==> config.mk <==
export PLATFORM = sky130hd
export DESIGN_NAME = window_sn_writer
export DESIGN_NICKNAME = d
export VERILOG_FILES = /design/src/rtl/codec2_pkg.sv /design/src/rtl/qmult.sv /design/src/rtl/window_sn_writer.sv
export SDC_FILE = /design/constraint.sdc
export NUM_CORES = 2
export LEC_CHECK = 0
export ABC_AREA = 1
export CAP_MARGIN = 30
export CORE_UTILIZATION = 35
export CTS_BUF_LIST = sky130_fd_sc_hd__clkbuf_16
export DETAILED_ROUTE_END_ITERATION = 16
export MAX_ROUTING_LAYER = met4
export PLACE_DENSITY = 0.6
export SYNTH_ARGS = -nofsm -noshare
export SYNTH_HDL_FRONTEND = slang
export SYNTH_HIERARCHICAL = 1
export SYNTH_SLANG_ARGS = --single-unit
==> constraint.sdc <==
create_clock -name clk -period 6.95 [get_ports clk]
set_input_delay 1.7375 -clock clk [delete_from_list [all_inputs] [get_ports clk]]
set_output_delay 1.7375 -clock clk [all_outputs]
set_load 0.005 [all_outputs]
==> src/rtl/codec2_pkg.sv <==
// Shared CODEC2 encoder constants: data format, frame size and address width.
package codec2_pkg;
  localparam int unsigned N     = 32;
  localparam int unsigned Q     = 16;
  localparam int unsigned NSAM  = 320;
  localparam int unsigned AW    = 9;
  localparam int unsigned ORDER = 10;
  localparam logic [N-1:0] ONE  = 32'h0001_0000;
endpackage

==> src/rtl/qmult.sv <==
// Sign-magnitude fixed-point multiplier; magnitude product truncated to N bits.
module qmult #(
  parameter int unsigned Q = 16,
  parameter int unsigned N = 32
) (
  input  logic [N-1:0] a,
  input  logic [N-1:0] b,
  output logic [N-1:0] result
);
  localparam int unsigned PW = 2 * N - 2;

  logic [PW-1:0] prod;
  logic          unused_bits;

  always_comb begin
    prod   = PW'(a[N-2:0]) * PW'(b[N-2:0]);
    result = {a[N-1] ^ b[N-1], prod[N-2+Q:Q]};
  end

  // Integer overflow and sub-LSB fraction bits are dropped by design.
  assign unused_bits = ^{prod[PW-1:N-1+Q], prod[Q-1:0]};
endmodule

==> src/rtl/window_sn_writer.sv <==
// Windows one frame of speech samples into the Sn RAM, one sample at a time,
// issuing reads for sample i+1 only after sample i has been written.
module window_sn_writer
  import codec2_pkg::*;
#(
  parameter int unsigned RD_LAT = 3
) (
  input  logic          clk,
  input  logic          rst,
  input  logic          startwn,
  input  logic [N-1:0]  speech_read_data,
  input  logic [N-1:0]  w_read_data,
  output logic [AW-1:0] speech_addr,
  output logic [AW-1:0] w_addr,
  output logic [AW-1:0] wn_addr,
  output logic [N-1:0]  wn_write_data,
  output logic          wn_wren,
  output logic          donewn
);
  localparam int unsigned CW = $clog2(NSAM + 1);
  localparam int unsigned WW = (RD_LAT > 2) ? $clog2(RD_LAT - 1) : 1;
  localparam logic [WW-1:0] WAIT_LAST = WW'((RD_LAT > 1) ? RD_LAT - 2 : 0);

  localparam logic [3:0] S_START    = 4'd0;
  localparam logic [3:0] S_INIT     = 4'd1;
  localparam logic [3:0] S_SET_ADDR = 4'd2;
  localparam logic [3:0] S_WAIT     = 4'd3;
  localparam logic [3:0] S_CAPTURE  = 4'd4;
  localparam logic [3:0] S_MULT     = 4'd5;
  localparam logic [3:0] S_WRITE    = 4'd6;
  localparam logic [3:0] S_CHECK    = 4'd7;
  localparam logic [3:0] S_DONE     = 4'd8;

  logic [3:0]    state, state_nxt;
  logic [CW-1:0] i, i_nxt;
  logic [WW-1:0] wait_cnt, wait_cnt_nxt;
  logic [N-1:0]  op_s, op_s_nxt;
  logic [N-1:0]  op_w, op_w_nxt;
  logic [N-1:0]  prod;
  logic [AW-1:0] speech_addr_nxt, w_addr_nxt, wn_addr_nxt;
  logic [N-1:0]  wn_write_data_nxt;
  logic          wn_wren_nxt, donewn_nxt;

  qmult #(.Q(Q), .N(N)) u_qmult (
    .a      (op_s),
    .b      (op_w),
    .result (prod)
  );

  always_ff @(posedge clk) begin
    if (rst) begin
      state         <= S_START;
      i             <= '0;
      wait_cnt      <= '0;
      op_s          <= '0;
      op_w          <= '0;
      speech_addr   <= '0;
      w_addr        <= '0;
      wn_addr       <= '0;
      wn_write_data <= '0;
      wn_wren       <= 1'b0;
      donewn        <= 1'b0;
    end else begin
      state         <= state_nxt;
      i             <= i_nxt;
      wait_cnt      <= wait_cnt_nxt;
      op_s          <= op_s_nxt;
      op_w          <= op_w_nxt;
      speech_addr   <= speech_addr_nxt;
      w_addr        <= w_addr_nxt;
      wn_addr       <= wn_addr_nxt;
      wn_write_data <= wn_write_data_nxt;
      wn_wren       <= wn_wren_nxt;
      donewn        <= donewn_nxt;
    end
  end

  // Next-state and next-output logic; every register holds unless its state updates it.
  always_comb begin
    state_nxt         = state;
    i_nxt             = i;
    wait_cnt_nxt      = wait_cnt;
    op_s_nxt          = op_s;
    op_w_nxt          = op_w;
    speech_addr_nxt   = speech_addr;
    w_addr_nxt        = w_addr;
    wn_addr_nxt       = wn_addr;
    wn_write_data_nxt = wn_write_data;
    wn_wren_nxt       = wn_wren;
    donewn_nxt        = donewn;
    case (state)
      S_START: begin
        if (startwn) state_nxt = S_INIT;
      end
      S_INIT: begin
        i_nxt      = '0;
        donewn_nxt = 1'b0;
        state_nxt  = S_SET_ADDR;
      end
      S_SET_ADDR: begin
        speech_addr_nxt = AW'(i);
        w_addr_nxt      = AW'(i);
        wait_cnt_nxt    = '0;
        state_nxt       = (RD_LAT > 1) ? S_WAIT : S_CAPTURE;
      end
      S_WAIT: begin
        if (wait_cnt == WAIT_LAST) state_nxt = S_CAPTURE;
        else wait_cnt_nxt = wait_cnt + WW'(1);
      end
      S_CAPTURE: begin
        op_s_nxt  = speech_read_data;
        op_w_nxt  = w_read_data;
        state_nxt = S_MULT;
      end
      S_MULT: begin
        wn_write_data_nxt = prod;
        wn_addr_nxt       = AW'(i);
        wn_wren_nxt       = 1'b1;
        state_nxt         = S_WRITE;
      end
      S_WRITE: begin
        wn_wren_nxt = 1'b0;
        i_nxt       = i + CW'(1);
        state_nxt   = S_CHECK;
      end
      S_CHECK: begin
        state_nxt = (i < CW'(NSAM)) ? S_SET_ADDR : S_DONE;
      end
      S_DONE: begin
        donewn_nxt = 1'b1;
        state_nxt  = S_START;
      end
      default: state_nxt = S_START;
    endcase
  end
endmodule

==> results.cfg <==
[status]
status = finished, final reports clean

[global_route]
grt.total_usage_pct = 21.71
antenna_found_initial = 2
grt_max_degree = 53
grt.overflow.total = 0
grt_pass1_wl_mm = 155.3
grt_pass1_vias = 28470

[route]
wl_mm = 102.8
post_drt_wl_per_cell_um = 17.84
vias = 26940
ant_nets = 0
drt_iter0_drc = 1989
firstDrtPassIters = 5
drc_errors = 0
avgViaCountPerCell = 4.678

[die]
io_pins = 128
row_count = 111
die_w_um = 308.3
coreArea_um2 = 92360
die_area_um2 = 95050
die_y_um = 308.3
start_util_pct = 35.56

[setup_path]
cp_max_fo = 5
cp-end-kind = flop
worst_r2r_startpoint = op_w[8]
crit_arrival_ps = 7190
reg2reg_depth = 26
r2r_slack_ps = 140
crit_start = op_w[8]
crit_end = wn_write_data[27]
required_ps = 7330
rr_endpoint = wn_write_data[27]
cp-start-kind = flop
worstSetupPathType = flop to flop

[power_and_ir_drop]
p_per_area_nw_per_um2 = 61.00
ir_drop_uv = 173.4
power.leakage_uw = 0.02212

[placed_design]
hpwlAfterDp_mm = 78.85
placed_area_um2 = 36330
place_inst = 5665
io_buffers = 127
gp_congestion = 0.9209
pre_cts_ws_ps = -157.6

[cells_and_area]
area_growth_syn_to_layout_pct = 17.18
final_nets = 5471
layout_common_cells = inv_1, nand2_1, fa_1
final_common_cell = inv_1
design_area_um2 = 38480
postLayoutCoreUtil_pct = 41.66
fin_cells = 5759
layout-drive-gt1-share_pct = 9.572

[clocking]
root_buffer = clkbuf_16
cts_buffers = 17
numClockSinks = 130
ctsHtreeMaxLevel = 4
path_clk_slew_ps = 80
clkLatencyLatePin_ps = 510
clk_path_buf_depth = 2
cts_hold_buf = 0
cts_tree = built

[timing]
slew_headroom_pct = 39.58
tightest_slew_ps = 906.2
fin_ws_ps = 138.3
rsz0062_at_grt = true
whs_ps = 466.9
period_needed_ps = 6812
drv_slew = 0
fmaxAchievable_ghz = 0.1468
period_share_pct = 98.01
clock_skew_ps = 31.95
hold_violations = 0
setup_violations = 0

[synthesis]
synth_edf_count = 0
synthArstFlopShare_pct = 0
synth-seq-area-share_pct = 7.925
netlist_area_um2 = 32840
syn_nets = 5328
ys_types = 43
ys_seq_elements = 130
synthTopCellsByArea = fa_1, inv_1, nand2_1
ys_warn_count = 6
syn_area_per_cell_um2 = 7.537
syn_inst = 4357
synth_top_cell_by_area = fa_1
yosysTopAreaCellShare_pct = 44.75
synth_ff_type = dfxtp_1

[run]
max_cap_viol_count = 0

[min_path]
min_from = wait_cnt
hp-class = flop to flop
-- through the flow --
stage	power, µW	TNS [ps]
6_report	2347	0
5_1_grt	2435	-167.5
4_1_cts	2308	0
3_5_place_dp	1294	-531.5
3_3_place_gp	1292	-647.2
2_1_floorplan	1048	0
-- how the worst min path moves through the flow --
stage	cells after the start	slack (ps)	end
detailed placement	2	460	wait_cnt
CTS	2	470	wait_cnt
global route	2	490	wait_cnt
floorplan	2	440	wait_cnt
global placement	2	450	wait_cnt
finish	2	470	wait_cnt
-- cell families after synthesis --
kind of cell / after synthesis / synth area share, %
compound gates: 253 / 4.142
fa+ha+maj: 904 / 51.22
buf+inv: 1495 / 17.60
flops: 130 / 7.925
xor+xnor: 17 / 0.4534
simple gates: 1558 / 18.66
-- what timing repair did --
item	CTS	global route
cloned	0	20
setup endpoints to repair	13	24
gates resized for setup	9	205
buffers inserted	0	38
pin swaps	0	73
-- where the power goes --
group	switching (µW)	internal, µW
clock network	517	481
registers	44.9	771
logic	313	220
-- cell type report --
| class | count | area, µm² |
|---|---|---|
| Antenna cell | 3 | 7.507 |
| Fill cell | 9427 | 53880 |
| Multi-Input combinational cell | 2732 | 25000 |
| Clock inverter | 15 | 161.4 |
| Inverter | 1280 | 4807 |
| Tap cell | 1243 | 1555 |
| Sequential cell | 130 | 2698 |
| Timing Repair Buffer | 339 | 3824 |
| Clock buffer | 17 | 425.4 |
-- flip-flops by register name, indices dropped and copies added (netlist names) --
| name | flops |
|---|---|
| op_s | 32 |
| op_w | 32 |
| wn_write_data | 32 |
| i | 9 |
| w_addr | 9 |
| wn_addr | 9 |
| state | 4 |
| donewn | 1 |
| wait_cnt | 1 |
| wn_wren | 1 |
-- cell usage after synthesis, types with 2 or more instances --
cell      instances
clkbuf_1        151
nor3_1            9
nor2_1          316
nor2_2           13
a31oi_1           4
o211ai_1          2
nand3_1          66
inv_1          1271
ha_1            170
a21boi_0          7
o21ai_1          53
inv_2             8
o21a_1            4
fa_1            734
o21ai_0          95
nand3_2           3
buf_6            10
nor3_2            2
a21oi_1          70
nor2_4            3
dfxtp_1         130
buf_2            21
a21o_1            7
xnor2_1           4
nand2_2          12
nand4_1           9
buf_1            16
buf_4            17
xor2_1           13
nor4_2            2
o21bai_1          6
nand2_1        1118
-- routing by layer --
layer  part of all wire, %  vias to the layer above  GRT usage [%]
met4                   2.1                        0          5.264
li1                      -                    12470              -
met3                   7.9                       96          3.992
met1                    46                    13470          30.19
met5                     0                        -              -
met2                    44                      904          32.61
-- critical path, stage by stage, from the launching register on --
cell and delay [ps]:
dfxtp_4 380, buf_12 130, clkbuf_16 150, nand2_1 50, inv_1 50, fa_1 490
fa_1 560, inv_1 60, fa_1 520, inv_1 50, fa_1 580, fa_1 460
fa_1 520, fa_1 580, inv_1 70, fa_1 500, inv_1 70, ha_4 310
nand2_2 100, nor2_1 160, inv_1 100, nor3_4 210, nand3_1 180, nand4_1 140
nand2_1 70, nor2_1 120, nor2_1 70
Note: power is estimated with default switching activity, not from simulation.
